**config.mk**
```make
export PLATFORM = sky130hd
export DESIGN_NAME = load_store_unit_flat
export DESIGN_NICKNAME = d
export VERILOG_FILES = /design/src/rtl/load_store_unit_pkg.sv /design/src/rtl/load_store_unit_if.sv /design/src/rtl/load_store_unit_load_align.sv /design/src/rtl/load_store_unit.sv /design/src/flat_wrapper.sv
export SDC_FILE = /design/constraint.sdc
export NUM_CORES = 1
export LEC_CHECK = 0
export CAP_MARGIN = 25
export CORE_MARGIN = 5
export CORE_UTILIZATION = 48
export CTS_CLUSTER_SIZE = 28
export DETAILED_ROUTE_END_ITERATION = 10
export GPL_ROUTABILITY_DRIVEN = 0
export PLACE_DENSITY = 0.82
export SETUP_SLACK_MARGIN = 0.1
export SLEW_MARGIN = 20
export SYNTH_ARGS = -nofsm -noshare
export SYNTH_HDL_FRONTEND = slang
export SYNTH_SLANG_ARGS = --single-unit
export TNS_END_PERCENT = 1
```
**constraint.sdc**
```tcl
create_clock -name clk -period 4.3 [get_ports clk]
set_input_delay 0.645 -clock clk [delete_from_list [all_inputs] [get_ports clk]]
set_output_delay 0.645 -clock clk [all_outputs]
set_load 0.01 [all_outputs]
```
**src/rtl/load_store_unit_pkg.sv**
```systemverilog
`default_nettype none
// ============================================================================
//  Module      : lsu_pkg
//  Description : Shared definitions for the load/store unit: funct3 access
//                codes, FSM state encoding, access-size decode helper and
//                the timeout counter width.
//  Revision    : 1.0 - initial release
// ============================================================================
package lsu_pkg;

    // funct3 encodings for loads/stores
    localparam logic [2:0] LSU_B  = 3'b000;
    localparam logic [2:0] LSU_H  = 3'b001;
    localparam logic [2:0] LSU_W  = 3'b010;
    localparam logic [2:0] LSU_BU = 3'b100;
    localparam logic [2:0] LSU_HU = 3'b101;

    // Width of the bus-timeout counter (TIMEOUT_CYCLES is limited to 1..255)
    localparam int LSU_TIMEOUT_W = 8;

    typedef enum logic [1:0] {
        ST_IDLE   = 2'd0,
        ST_ACCESS = 2'd1,
        ST_DONE   = 2'd2,
        ST_ERR    = 2'd3
    } lsu_state_e;

    typedef enum logic [1:0] {
        SZ_BYTE = 2'd0,
        SZ_HALF = 2'd1,
        SZ_WORD = 2'd2
    } lsu_size_e;

    // Unsupported codes (011, 110, 111) behave as word accesses.
    function automatic lsu_size_e f3_size(input logic [2:0] f3);
        case (f3)
            LSU_B, LSU_BU: return SZ_BYTE;
            LSU_H, LSU_HU: return SZ_HALF;
            default:       return SZ_WORD;
        endcase
    endfunction

endpackage : lsu_pkg
`default_nettype wire

```
**src/rtl/load_store_unit_if.sv**
```systemverilog
`default_nettype none
// ============================================================================
//  Module      : load_store_unit_if
//  Description : Ready-handshaked data-memory bus between the load/store unit
//                (master) and data memory (slave).
//  Ports       : Mem_Req_o/Mem_We_o/Mem_Addr_o/Mem_Byte_En_o/Mem_WData_o
//                driven by the master; Mem_Ready_i/Mem_RData_i by the slave.
//  Revision    : 1.0 - initial release
// ============================================================================
interface load_store_unit_if;

    logic        Mem_Req_o;
    logic        Mem_We_o;
    logic [31:0] Mem_Addr_o;
    logic [3:0]  Mem_Byte_En_o;
    logic [31:0] Mem_WData_o;
    logic        Mem_Ready_i;
    logic [31:0] Mem_RData_i;

    modport master (
        output Mem_Req_o,
        output Mem_We_o,
        output Mem_Addr_o,
        output Mem_Byte_En_o,
        output Mem_WData_o,
        input  Mem_Ready_i,
        input  Mem_RData_i
    );

    modport slave (
        input  Mem_Req_o,
        input  Mem_We_o,
        input  Mem_Addr_o,
        input  Mem_Byte_En_o,
        input  Mem_WData_o,
        output Mem_Ready_i,
        output Mem_RData_i
    );

endinterface : load_store_unit_if
`default_nettype wire

```
**src/rtl/load_store_unit_load_align.sv**
```systemverilog
`default_nettype none
// ============================================================================
//  Module      : load_align
//  Description : Combinational load-data aligner. Picks the byte/half/word
//                at the given byte offset and sign- or zero-extends it.
//  Ports       : word_i   - raw 32-bit memory read word
//                offset_i - byte offset within the word (addr[1:0])
//                funct3_i - load size/sign code
//                data_o   - aligned, extended result
//  Revision    : 1.0 - initial release
// ============================================================================
module load_align
    import lsu_pkg::*;
(
    input  logic [31:0] word_i,
    input  logic [1:0]  offset_i,
    input  logic [2:0]  funct3_i,
    output logic [31:0] data_o
);

    logic [7:0]  w_byte;
    logic [15:0] w_half;

    always_comb begin
        w_byte = word_i[{offset_i, 3'b000} +: 8];
        // Halves are only ever issued at offsets 0 or 2
        w_half = offset_i[1] ? word_i[31:16] : word_i[15:0];
        case (funct3_i)
            LSU_B:   data_o = {{24{w_byte[7]}}, w_byte};
            LSU_BU:  data_o = {24'd0, w_byte};
            LSU_H:   data_o = {{16{w_half[15]}}, w_half};
            LSU_HU:  data_o = {16'd0, w_half};
            default: data_o = word_i;
        endcase
    end

endmodule : load_align
`default_nettype wire

```
**src/rtl/load_store_unit.sv**
```systemverilog
`default_nettype none
// ============================================================================
//  Module      : load_store_unit
//  Description : Multi-cycle load/store unit. Captures the ALU effective
//                address, drives a ready-handshaked memory bus, aligns and
//                extends load data, builds store byte-enables, and reports
//                misaligned accesses and bus timeouts.
//  Ports       : clk, reset (async, active-low)
//                Start_i, Mem_Read_i, Mem_Write_i, Funct3_i, Address_i,
//                Store_Data_i            - access request from the core
//                Busy_o, Done_o, Load_Data_o, Misaligned_o, Bus_Error_o
//                                        - status/result to the core
//                bus                     - memory bus (master side)
//  Revision    : 1.0 - initial release
// ============================================================================
module load_store_unit
    import lsu_pkg::*;
#(
    parameter int DATA_WIDTH     = 32,
    parameter int TIMEOUT_CYCLES = 255
) (
    input  logic                  clk,
    input  logic                  reset,
    input  logic                  Start_i,
    input  logic                  Mem_Read_i,
    input  logic                  Mem_Write_i,
    input  logic [2:0]            Funct3_i,
    input  logic [DATA_WIDTH-1:0] Address_i,
    input  logic [DATA_WIDTH-1:0] Store_Data_i,
    output logic                  Busy_o,
    output logic                  Done_o,
    output logic [DATA_WIDTH-1:0] Load_Data_o,
    output logic                  Misaligned_o,
    output logic                  Bus_Error_o,
    load_store_unit_if.master     bus
);

    localparam logic [LSU_TIMEOUT_W-1:0] TO_LIMIT = LSU_TIMEOUT_W'(TIMEOUT_CYCLES);

    lsu_state_e               state_q, state_d;
    logic [LSU_TIMEOUT_W-1:0] cnt_q, cnt_d;
    logic                     misal_q, misal_d;
    logic                     berr_q, berr_d;
    logic [31:0]              load_data_q;
    logic [31:0]              addr_q;
    logic [1:0]               off_q;
    logic [2:0]               f3_q;
    logic                     we_q;
    logic [3:0]               be_q;
    logic [31:0]              wdata_q;

    logic                     w_capture;
    logic                     w_load_en;
    logic                     w_misaligned;
    logic [3:0]               w_be;
    logic [31:0]              w_wdata;
    logic [31:0]              w_aligned;
    lsu_size_e                w_size;
    logic [1:0]               w_off;

    // ------------------------------------------------------------------
    // Request decode: size, misalignment and store lane generation
    // ------------------------------------------------------------------
    always_comb begin
        w_size       = f3_size(Funct3_i);
        w_off        = Address_i[1:0];
        w_misaligned = 1'b0;
        w_be         = 4'b1111;
        w_wdata      = Store_Data_i;
        case (w_size)
            SZ_BYTE: begin
                w_be    = 4'b0001 << w_off;
                w_wdata = {4{Store_Data_i[7:0]}};
            end
            SZ_HALF: begin
                w_misaligned = w_off[0];
                w_be         = 4'b0011 << w_off;
                w_wdata      = {2{Store_Data_i[15:0]}};
            end
            default: begin
                w_misaligned = (w_off != 2'b00);
            end
        endcase
    end

    // ------------------------------------------------------------------
    // FSM next-state logic
    // ------------------------------------------------------------------
    always_comb begin
        state_d   = state_q;
        cnt_d     = cnt_q;
        misal_d   = 1'b0;
        berr_d    = 1'b0;
        w_capture = 1'b0;
        w_load_en = 1'b0;
        case (state_q)
            ST_IDLE: begin
                cnt_d = '0;
                if (Start_i) begin
                    if (!(Mem_Read_i || Mem_Write_i)) begin
                        state_d = ST_DONE;
                    end else if (w_misaligned) begin
                        state_d = ST_ERR;
                        misal_d = 1'b1;
                    end else begin
                        state_d   = ST_ACCESS;
                        w_capture = 1'b1;
                    end
                end
            end
            ST_ACCESS: begin
                // A ready on the final permitted cycle still completes;
                // the abort happens on the wait edge after the counter has
                // already reached the limit, so the request stays up for
                // TIMEOUT_CYCLES+1 cycles.
                if (bus.Mem_Ready_i) begin
                    state_d   = ST_DONE;
                    w_load_en = !we_q;
                end else if (cnt_q == TO_LIMIT) begin
                    state_d = ST_ERR;
                    berr_d  = 1'b1;
                end else begin
                    cnt_d = cnt_q + LSU_TIMEOUT_W'(1);
                end
            end
            default: begin
                state_d = ST_IDLE;
            end
        endcase
    end

    // ------------------------------------------------------------------
    // Load data alignment
    // ------------------------------------------------------------------
    load_align u_load_align (
        .word_i   (bus.Mem_RData_i),
        .offset_i (off_q),
        .funct3_i (f3_q),
        .data_o   (w_aligned)
    );

    // ------------------------------------------------------------------
    // State, counter and capture registers
    // ------------------------------------------------------------------
    always_ff @(posedge clk or negedge reset) begin
        if (!reset) begin
            state_q     <= ST_IDLE;
            cnt_q       <= '0;
            misal_q     <= 1'b0;
            berr_q      <= 1'b0;
            load_data_q <= '0;
            addr_q      <= '0;
            off_q       <= '0;
            f3_q        <= '0;
            we_q        <= 1'b0;
            be_q        <= '0;
            wdata_q     <= '0;
        end else begin
            state_q <= state_d;
            cnt_q   <= cnt_d;
            misal_q <= misal_d;
            berr_q  <= berr_d;
            if (w_load_en) begin
                load_data_q <= w_aligned;
            end
            if (w_capture) begin
                addr_q  <= {Address_i[31:2], 2'b00};
                off_q   <= w_off;
                f3_q    <= Funct3_i;
                // Write wins when both directions are requested
                we_q    <= Mem_Write_i;
                be_q    <= w_be;
                wdata_q <= w_wdata;
            end
        end
    end

    // ------------------------------------------------------------------
    // Outputs, all decoded from registers
    // ------------------------------------------------------------------
    assign Busy_o       = (state_q != ST_IDLE);
    assign Done_o       = (state_q == ST_DONE) || (state_q == ST_ERR);
    assign Misaligned_o = misal_q;
    assign Bus_Error_o  = berr_q;
    assign Load_Data_o  = load_data_q;

    assign bus.Mem_Req_o     = (state_q == ST_ACCESS);
    assign bus.Mem_We_o      = (state_q == ST_ACCESS) && we_q;
    assign bus.Mem_Addr_o    = addr_q;
    assign bus.Mem_Byte_En_o = be_q;
    assign bus.Mem_WData_o   = wdata_q;

endmodule : load_store_unit
`default_nettype wire

```
**src/flat_wrapper.sv**
```systemverilog
// flat-port wrapper written by rule: the top's interface ports become plain ports
module load_store_unit_flat import lsu_pkg::*;
#(
    parameter int DATA_WIDTH     = 32,
    parameter int TIMEOUT_CYCLES = 255
)
  (clk, reset, Start_i, Mem_Read_i, Mem_Write_i, Funct3_i, Address_i, Store_Data_i, Busy_o, Done_o, Load_Data_o, Misaligned_o, Bus_Error_o, bus_Mem_Req_o, bus_Mem_We_o, bus_Mem_Addr_o, bus_Mem_Byte_En_o, bus_Mem_WData_o, bus_Mem_Ready_i, bus_Mem_RData_i);
  load_store_unit_if bus_i ();
  input  logic clk;
  input  logic reset;
  input  logic Start_i;
  input  logic Mem_Read_i;
  input  logic Mem_Write_i;
  input  logic [2:0] Funct3_i;
  input  logic [DATA_WIDTH-1:0] Address_i;
  input  logic [DATA_WIDTH-1:0] Store_Data_i;
  output logic Busy_o;
  output logic Done_o;
  output logic [DATA_WIDTH-1:0] Load_Data_o;
  output logic Misaligned_o;
  output logic Bus_Error_o;
  output wire logic [$bits(bus_i.Mem_Req_o)-1:0] bus_Mem_Req_o;
  output wire logic [$bits(bus_i.Mem_We_o)-1:0] bus_Mem_We_o;
  output wire logic [$bits(bus_i.Mem_Addr_o)-1:0] bus_Mem_Addr_o;
  output wire logic [$bits(bus_i.Mem_Byte_En_o)-1:0] bus_Mem_Byte_En_o;
  output wire logic [$bits(bus_i.Mem_WData_o)-1:0] bus_Mem_WData_o;
  input wire logic [$bits(bus_i.Mem_Ready_i)-1:0] bus_Mem_Ready_i;
  input wire logic [$bits(bus_i.Mem_RData_i)-1:0] bus_Mem_RData_i;
  assign bus_Mem_Req_o = bus_i.Mem_Req_o;
  assign bus_Mem_We_o = bus_i.Mem_We_o;
  assign bus_Mem_Addr_o = bus_i.Mem_Addr_o;
  assign bus_Mem_Byte_En_o = bus_i.Mem_Byte_En_o;
  assign bus_Mem_WData_o = bus_i.Mem_WData_o;
  assign bus_i.Mem_Ready_i = bus_Mem_Ready_i;
  assign bus_i.Mem_RData_i = bus_Mem_RData_i;
  load_store_unit #(.DATA_WIDTH(DATA_WIDTH), .TIMEOUT_CYCLES(TIMEOUT_CYCLES)) u_core (.clk(clk), .reset(reset), .Start_i(Start_i), .Mem_Read_i(Mem_Read_i), .Mem_Write_i(Mem_Write_i), .Funct3_i(Funct3_i), .Address_i(Address_i), .Store_Data_i(Store_Data_i), .Busy_o(Busy_o), .Done_o(Done_o), .Load_Data_o(Load_Data_o), .Misaligned_o(Misaligned_o), .Bus_Error_o(Bus_Error_o), .bus(bus_i));
endmodule
```
* Word level (Yosys, flattened, before mapping) *
Index checks and enable logic that the tools add are counted.
Widths: inputs -> output; s select.

word-level totals
  input port bits = 105
  flip-flop bits (word level) = 116
  word-level logic and storage cells = 73
  output and inout port bits = 106

cells by class
  equal/unequal tests = 15
  shifts and indexed selects = 3
  add/subtract/negate cells = 1
  reduce and logical (&&, ||, !) cells = 15
  muxes and demuxes = 28

operators with widths
  operator             number
  $pmux 32 s4          1
  $pmux 32 s2          1
  $shiftx 32x6->8      1
  $mux 16              1
  $mux 8               2
  $pmux 8 s2           1
  $mux 1               13
  $eq 3x3->1 const B   4
  $mux 2               5
  $add 8x1->8 const B  1
  $eq 8x8->1 const B   1
  $pmux 2 s2           2
  $pmux 4 s2           1
  $eq 3x1->1 const B   2
  $logic_not 3->1      2
  $ne 2x2->1 const B   3
  $reduce_bool 2->1    3
  $eq 2x1->1 const B   2
  $eq 2x2->1 const B   2
  $logic_not 2->1      2
  $reduce_or 2->1      2
  $shl 1x2->4 const A  1
  $shl 2x2->4 const A  1
  $ne 3x1->1 const B   1
  6 further kinds      7

* Logic depth before layout (Yosys ltp) *
Gate-level depths: netlist of the first run.

  word-level depth = 9
  depth in mapped cells = 7
  gate-level depth less buffers = 5

* Hierarchy *
Synthesis of the first run repeated with hierarchy kept, for this count alone.

second synthesis, totals
  cells, all modules = 587
  area, all modules = 5809.3 µm²

modules (own cells, without submodules)
  module           area an instance (µm²)  cells each  instances
  load_store_unit  4963.5                  491         1
  load_align       845.8                   96          1

* Worst setup path before layout of the first run *
Ideal clock, no wire load.

  path kind = input -> register
  start = input Address_i[0]
  end = register u_core.wdata_q[16], in the netlist u_core.bus.Mem_WData_o[16]
  stages = 6
  buffers on the path = 2
  arrival time = 1.866 ns
  setup slack = 2.358 ns
  required time = 4.224 ns
  cell sequence = buf_2 -> or3b_2 -> nor4_4 -> buf_6 -> a21oi_1 -> o21ai_1

on the way
  longest elaborated chain between the ends = 6

ends and longest elaborated chain
  item                    line                    RTL
  start: declaration      flat_wrapper.sv:15      input logic [DATA_WIDTH-1:0] Address_i;
  $reduce_bool 2->1       load_store_unit.sv:81   w_misaligned = (w_off != 2'b00);
  $pmux 1 s2 (*)          load_store_unit.sv:70   case (w_size)
  $mux 1 (*)              load_store_unit.sv:102  end else if (w_misaligned) begin
  $mux 1 (*)              load_store_unit.sv:100  if (!(Mem_Read_i || Mem_Write_i)) begin
  $mux 1 (*)              load_store_unit.sv:99   if (Start_i) begin
  $mux 1 (*)              load_store_unit.sv:96   case (state_q)
  end signal: assignment  load_store_unit.sv:173  wdata_q <= w_wdata;
  end: declaration        load_store_unit.sv:50   logic [31:0] wdata_q;

Mark *: on every way between the ends. The rest lies on a longest branch, timed or not.
A chain may end at the register's enable or synchronous reset.

* Worst setup path in the final report of the first run *
  start = input Funct3_i[0]
  end = register u_core.wdata_q[30], in the netlist u_core.bus.Mem_WData_o[30]

on the way
  longest elaborated chain between the ends = 9

ends and longest elaborated chain
  item                                           line                       RTL
  start: declaration                             flat_wrapper.sv:14         input logic [2:0] Funct3_i;
  $eq 3x1->1, or another cell as far along       load_store_unit_pkg.sv:36  case (f3)
  $reduce_or 2->1                                load_store_unit_pkg.sv:36
  $pmux 2 s2 (*)                                 load_store_unit_pkg.sv:36
  $eq 2x1->1 or $logic_not 2->1 (tied branches)  load_store_unit.sv:70
  $pmux 1 s2                                     load_store_unit.sv:70
  $mux 1                                         load_store_unit.sv:102
  $mux 1                                         load_store_unit.sv:100
  $mux 1                                         load_store_unit.sv:99
  $mux 1                                         load_store_unit.sv:96

Marks and branches as above.

==> insert_results.sql, run 1 <==
INSERT INTO impl_metrics (metric_group, metric, value, unit) VALUES
('run_status', 'status', 'finished, final reports clean', ''),
('place', 'port-buffer-count', '208', ''),
('timing', 'finalHoldViolCount', '0', ''),
('setup_path', 'critical_path.max_stage_delay', '0.70', 'ns'),
('synthesis', 'yosys_register_bits', '116', ''),
('setup_path', 'regToRegSetupSlack', '1.80', 'ns'),
('global_route', 'grt_pass1_wl', '28.2', 'mm'),
('timing', 'fin_skew', '0.00476', 'ns'),
('power_and_ir_drop', 'sw_frac_of_total', '34.3', '%'),
('min_path', 'hold_class', 'in -> async', ''),
('place', 'dp_hpwl', '12.3', 'mm'),
('global_route', 'grt_ovf', '0', ''),
('timing', 'final.period_utilization', '67.0', '%'),
('clock_network', 'tritoncts', 'yes', ''),
('layout', 'insertedDiodeCount', '0', ''),
('die', 'start_util', '48.8', '%'),
('synthesis', 'yosys-top-cells-area', 'sky130_fd_sc_hd__dfrtp_1 52%, sky130_fd_sc_hd__nand2_1 11%, sky130_fd_sc_hd__o21ai_0 4.4%', ''),
('clock_network', 'postCtsSetupRepairBufs', '0', ''),
('clock_network', 'post_cts_hold_buffer_count', '0', ''),
('power_and_ir_drop', 'power_switching', '2.01', 'mW'),
('synthesis', 'synth_area', '0.00554', 'sq mm'),
('synthesis', 'synth-edff-count', '0', ''),
('power_and_ir_drop', 'combinationalPowerShare', '39.9', '%'),
('setup_path', 'critical_path_cell_sequence', 'clkdlybuf4s50_1, a21oi_1, o2111ai_4, buf_16, buf_4, a221o_1', ''),
('power_and_ir_drop', 'power.clock.fraction', '25.6', '%'),
('timing', 'max_clock_freq', '347', 'MHz'),
('detailed_routing', 'initialDrtViolationCount', '385', ''),
('synthesis', 'synthDistinctLibCells', '52', ''),
('timing', 'tns', '0', 'ns'),
('clock_network', 'clk_transition_reported_paths', '0.06', 'ns'),
('synthesis', 'yosysTopAreaCellShare', '52.4', '%'),
('setup_path', 'crit_arrival', '3.18', 'ns'),
('die', 'std_cell_rows', '39', ''),
('place', 'post_placement_worst_setup_slack', '0.931', 'ns'),
('synthesis', 'postSynthCellCount', '598', ''),
('job', 'max-cap-violations', '0', ''),
('setup_path', 'critical_path.slowest_cell', 'sky130_fd_sc_hd__clkdlybuf4s50_1', ''),
('clock_network', 'clk-insertion-delay-late', '0.41', 'ns'),
('detailed_routing', 'vias', '5336', ''),
('setup_path', 'worst-path-buf-inv', '3', ''),
('setup_path', 'timing.critical_path.depth', '6', ''),
('power_and_ir_drop', 'cellInternalPower', '3.85', 'mW'),
('global_route', 'globalRouteTotalUtil', '25.2', '%'),
('layout', 'multi_input_comb_area', '0.00245', 'sq mm'),
('detailed_routing', 'routed_wl', '17.4', 'mm'),
('setup_path', 'endpoint_kind', 'flip-flop', ''),
('power_and_ir_drop', 'total_power', '5.86', 'mW'),
('global_route', 'antenna_violations_before_repair', '0', ''),
('clock_network', 'cts_buffer_depth', '2', ''),
('layout', 'num-nets-final', '899', ''),
('power_and_ir_drop', 'power_per_cell_area', '700', 'mW/mm^2'),
('setup_path', 'worst-endpoint-required', '4.59', 'ns'),
('clock_network', 'numClockSinks', '116', ''),
('setup_path', 'rr_worst_depth', '5', ''),
('layout', 'fillers', '821', ''),
('synthesis', 'post-synth-top-count-cell', 'sky130_fd_sc_hd__nand2_1', ''),
('layout', 'synthToLayoutAreaGrowth', '51.0', '%'),
('die', 'placeableCoreArea', '0.0114', 'sq mm'),
('detailed_routing', 'route.detailed.wl_per_inst', '18.3', 'um'),
('detailed_routing', 'detail_route.vias_per_cell', '5.62', ''),
('die', 'die_height', '117', 'um'),
('timing', 'worstMarginPinSlew', '0.972', 'ns'),
('die', 'fp.dieW', '117', 'um'),
('layout', 'drive_above_1_share', '7.82', '%'),
('clock_network', 'post_cts.resized_instances', '0', ''),
('synthesis', 'post-synth-top-area-cell', 'sky130_fd_sc_hd__dfrtp_1', ''),
('synthesis', 'syn_avg_cell_area', '9.27', 'sq um'),
('timing', 'final_critical_path_setup_slack', '1.42', 'ns'),
('detailed_routing', 'drt_drc_violations_left', '0', ''),
('timing', 'maxSlewHeadroom', '34.7', '%'),
('timing', 'rsz0062_at_grt', 'false', '');
==> metrics by stage <==
stage | hold WS (ns) | cell area, sq um | instances | util [%]
floorplan | 0.349 | 5550 | 599 | -
global placement | 0.458 | 7690 | 915 | 67.6
detailed placement | 0.466 | 7690 | 915 | 67.7
CTS | 0.454 | 8330 | 947 | 73.2
global route | 0.342 | 8370 | 949 | 73.6
finish | 0.288 | 8370 | 949 | 73.6
==> cells in the final DEF (no fill, tap or decap), drive strengths merged, types with 3 or more instances in the layout <==
master,count
clkdlybuf4s50,207
nand2,162
dfrtp,116
o21ai,58
a21oi,39
mux2i,24
nor2,22
clkbuf,20
o211ai,18
nor3,16
nor2b,12
a221o,9
buf,9
nand2b,8
nand3b,8
mux2,8
inv,8
nand3,7
clkinvlp,6
bufinv,4
nor3b,3
a21o,3
and3,3
o22a,3
==> power groups by stage <==
stage	sequential (mW)	combinational, mW	clock, mW
5_1_grt	2.09	2.54	1.58
3_5_place_dp	2.01	2.33	0
2_1_floorplan	2.07	0.920	0
4_1_cts	2.02	2.35	1.52
3_3_place_gp	2.01	2.26	0
6_report	2.02	2.34	1.50
==> kinds of logic after synthesis <==
group	share of synthesized area (%)
compound gates	15.7
xor+xnor	0.316
fa+ha+maj	0.226
buf+inv	4.02
flops	52.4
mux	6.37
other cells	0.0677
simple gates	20.9
==> area by class of cell <==
cell class / count / area share, %
Clock buffer: 20 / 5.46
Clock inverter: 12 / 2.14
Inverter: 8 / 0.359
Multi-Input combinational cell: 434 / 29.3
Sequential cell: 116 / 34.7
Tap cell: 143 / 2.14
Timing Repair Buffer: 216 / 25.9
==> flip-flops by register name, summed over array words and instances, names as in the netlist, 2 cells and up <==
register and cells:
u_core.Load_Data_o 32, u_core.bus.Mem_Addr_o 30, u_core.bus.Mem_Byte_En_o 4, u_core.bus.Mem_WData_o 32, u_core.cnt_q 8, u_core.f3_q 3
u_core.off_q 2, u_core.state_q 2
==> layer usage <==
layer  part of all wire [%]  GRT usage (%)  vias to the layer above
li1                       -              -                     2462
met5                      0              0                        -
met3                     10           12.4                       24
met1                     39           29.3                     2601
met4                    1.6           7.96                        0
met2                     49           40.9                      249
==> worst paths after layout <==
kind,start,endpoint
max,Funct3_i[0],u_core.bus.Mem_WData_o[30]
min,reset,u_core.cnt_q[2]
max reg2reg,u_core.state_q[1],u_core.bus.Mem_WData_o[30]
min reg2reg,u_core.bus.Mem_WData_o[0],u_core.bus.Mem_WData_o[0]
max in group asynchronous,reset,u_core.bus.Mem_WData_o[17]
min in group clk,u_core.bus.Mem_WData_o[0],u_core.bus.Mem_WData_o[0]
No activity file was read; power rests on OpenSTA's default activity.
==> run 2, diff against run 1 <==
--- a/config.mk
+++ b/config.mk
@@ -7,11 +7,11 @@
 export LEC_CHECK = 0
 export CAP_MARGIN = 25
 export CORE_MARGIN = 5
-export CORE_UTILIZATION = 48
+export CORE_UTILIZATION = 44
 export CTS_CLUSTER_SIZE = 28
 export DETAILED_ROUTE_END_ITERATION = 10
 export GPL_ROUTABILITY_DRIVEN = 0
-export PLACE_DENSITY = 0.82
+export PLACE_DENSITY = 0.76
 export SETUP_SLACK_MARGIN = 0.1
 export SLEW_MARGIN = 20
 export SYNTH_ARGS = -nofsm -noshare
==> constraint.sdc (replaced) <==
create_clock -name clk -period 3 [get_ports clk]
set_input_delay 0.45 -clock clk [delete_from_list [all_inputs] [get_ports clk]]
set_output_delay 0.45 -clock clk [all_outputs]
set_load 0.01 [all_outputs]
==> insert_results.sql, run 2 (same netlist as run 1, synthesis figures left out) <==
INSERT INTO impl_metrics (metric_group, metric, value, unit) VALUES
('run_status', 'status', 'finished, final reports clean', ''),
('layout', 'num-nets-final', '908', ''),
('die', 'start_util', '44.5', '%'),
('layout', 'final_cell_mix', '207 x sky130_fd_sc_hd__clkdlybuf4s50_1, 162 x sky130_fd_sc_hd__nand2_1, 116 x sky130_fd_sc_hd__dfrtp_1', ''),
('detailed_routing', 'dr.max_layer_used', 'met4', ''),
('global_route', 'antenna_violations_before_repair', '0', ''),
('global_route', 'grt_max_degree', '67', ''),
('timing', 'setup_violators_final', '0', ''),
('job', 'max-cap-violations', '0', ''),
('timing', 'layout_min_cycle_time', '2.39', 'ns'),
('timing', 'finalHoldViolCount', '0', ''),
('timing', 'final.period_utilization', '79.5', '%'),
('detailed_routing', 'drt_drc_violations_left', '0', ''),
('timing', 'worstMarginPinSlew', '0.862', 'ns'),
('layout', 'insertedDiodeCount', '0', ''),
('layout', 'layout.cells.most_common', 'sky130_fd_sc_hd__clkdlybuf4s50_1', ''),
('detailed_routing', 'route.layer.met1.wl', '6.83', 'mm'),
('setup_path', 'critical_path_class', 'reg -> out', ''),
('place', 'dp_hpwl', '13.0', 'mm'),
('timing', 'rsz0062_at_grt', 'false', ''),
('detailed_routing', 'initialDrtViolationCount', '426', ''),
('setup_path', 'regToRegSetupSlack', '1.03', 'ns'),
('layout', 'fillers', '988', ''),
('clock_network', 'cts-buffers-inserted', '17', ''),
('power_and_ir_drop', 'power_per_cell_area', '973', 'mW/mm^2'),
('global_route', 'first_global_vias', '5559', ''),
('detailed_routing', 'met3RoutedLength', '2.04', 'mm'),
('die', 'fp.dieArea', '0.0149', 'sq mm'),
('timing', 'fin_skew', '0.00465', 'ns'),
('timing', 'maxSlewHeadroom', '42.5', '%'),
('place', 'port-buffer-count', '208', ''),
('clock_network', 'clk_transition_reported_paths', '0.05', 'ns'),
('clock_network', 'post_cts.resized_instances', '0', ''),
('layout', 'final_non_filler_cell_area', '0.00838', 'sq mm'),
('clock_network', 'clk-insertion-delay-late', '0.41', 'ns'),
('clock_network', 'cts_buffer_depth', '2', ''),
('timing', 'max_clock_freq', '419', 'MHz'),
('timing', 'pins_over_their_slew_limit', '0', ''),
('die', 'io_pins', '211', ''),
('setup_path', 'rr_worst_depth', '4', ''),
('clock_network', 'cts-htree-levels', '4', ''),
('die', 'fp.dieW', '122', 'um'),
('clock_network', 'numClockSinks', '116', ''),
('detailed_routing', 'detail_route.vias_per_cell', '5.31', ''),
('timing', 'tns', '0', 'ns'),
('detailed_routing', 'drt-pass1-iter-count', '5', ''),
('detailed_routing', 'vias', '5243', ''),
('setup_path', 'setup.worst_path.start_class', 'flip-flop', ''),
('detailed_routing', 'ant_nets', '0', ''),
('clock_network', 'postCtsSetupRepairBufs', '0', ''),
('clock_network', 'post_cts_hold_buffer_count', '0', ''),
('detailed_routing', 'route.met2.wl', '8.64', 'mm'),
('die', 'placeableCoreArea', '0.0125', 'sq mm'),
('power_and_ir_drop', 'power.static_leakage', '3.69', 'nW'),
('detailed_routing', 'routed_wl', '17.8', 'mm'),
('setup_path', 'crit_arrival', '1.94', 'ns'),
('detailed_routing', 'route.detailed.wl_per_inst', '18.0', 'um'),
('setup_path', 'worst-path-max-fanout', '8', ''),
('place', 'place_area', '0.00784', 'sq mm'),
('layout', 'synthToLayoutAreaGrowth', '51.2', '%'),
('power_and_ir_drop', 'peakVddDrop', '533', 'uV'),
('die', 'std_cell_rows', '41', ''),
('global_route', 'globalRouteTotalUtil', '24.6', '%'),
('die', 'die_height', '122', 'um'),
('clock_network', 'tritoncts', 'yes', ''),
('global_route', 'grt_ovf', '0', ''),
('setup_path', 'endpoint_kind', 'output port', ''),
('global_route', 'grt_pass1_wl', '28.4', 'mm'),
('min_path', 'hold_class', 'in -> async', ''),
('layout', 'drive_above_1_share', '8.59', '%'),
('setup_path', 'worst-endpoint-required', '2.55', 'ns'),
('clock_network', 'cts_root_buffer', 'sky130_fd_sc_hd__clkbuf_16', '');
## run 2: cell count changes in the layout (fill, tap and decap cells not counted), moves of 2 or more
cell,delta
sky130_fd_sc_hd__buf_12,+2
sky130_fd_sc_hd__buf_4,+10
sky130_fd_sc_hd__buf_6,-2
sky130_fd_sc_hd__bufinv_16,-3
sky130_fd_sc_hd__clkinv_2,+7
sky130_fd_sc_hd__clkinvlp_4,-4
## run 2: per-stage QoR
step | power, mW | utilization [%] | std cells | hold WS [ns] | setup slack [ns]
after floorplan | 4.29 | - | 599 | 0.154 | 1.25
after global placement | 6.20 | 62.9 | 955 | 0.458 | 0.615
after detailed placement | 6.31 | 62.9 | 955 | 0.462 | 0.527
after CTS | 8.23 | 67.2 | 987 | 0.173 | 0.596
after global routing | 8.67 | 67.2 | 987 | 0.201 | 0.488
final | 8.16 | 67.2 | 987 | 0.132 | 0.614
## run 2: cell type report
cell class / instances / area, sq um / share of cell area, %
clock buffers: 21 / 460 / 5.49
multi-input cells: 434 / 2450 / 29.3
repair buffers: 225 / 2230 / 26.6
flip-flops and latches: 116 / 2900 / 34.6
inverters: 8 / 30.0 / 0.358
clock inverters: 11 / 85.1 / 1.02
well taps: 172 / 215 / 2.57
## run 2: layer usage
| metal | global-route usage, % | vias up |
|---|---|---|
| li1 | - | 2471 |
| met1 | 27.3 | 2510 |
| met2 | 40.9 | 238 |
| met3 | 12.2 | 24 |
| met4 | 8.68 | 0 |
| met5 | 0 | - |
## run 2: report_power, final
group / total (mW) / internal (mW) / leakage, nW / switching [mW]
registers: 2.82 / 2.26 / 1.44 / 0.555
clock network: 1.86 / 1.17 / 0.272 / 0.698
logic: 3.47 / 1.85 / 1.97 / 1.62
## run 2: final timing paths
path                                              end                       from
setup / recovery                         bus_Mem_We_o          u_core.state_q[1]
hold / removal                        u_core.cnt_q[2]                      reset
setup reg to reg                u_core.Load_Data_o[2]             u_core.f3_q[0]
hold reg to reg             u_core.bus.Mem_WData_o[9]  u_core.bus.Mem_WData_o[9]
max in group asynchronous  u_core.bus.Mem_WData_o[12]                      reset
min in group clk            u_core.bus.Mem_WData_o[9]  u_core.bus.Mem_WData_o[9]
## run 2: critical path, cell delays in order (launching register included)
cell	delay [ns]
sky130_fd_sc_hd__dfrtp_1	0.47
sky130_fd_sc_hd__nor2b_1	0.34
sky130_fd_sc_hd__and2_1	0.19
sky130_fd_sc_hd__clkdlybuf4s50_1	0.53
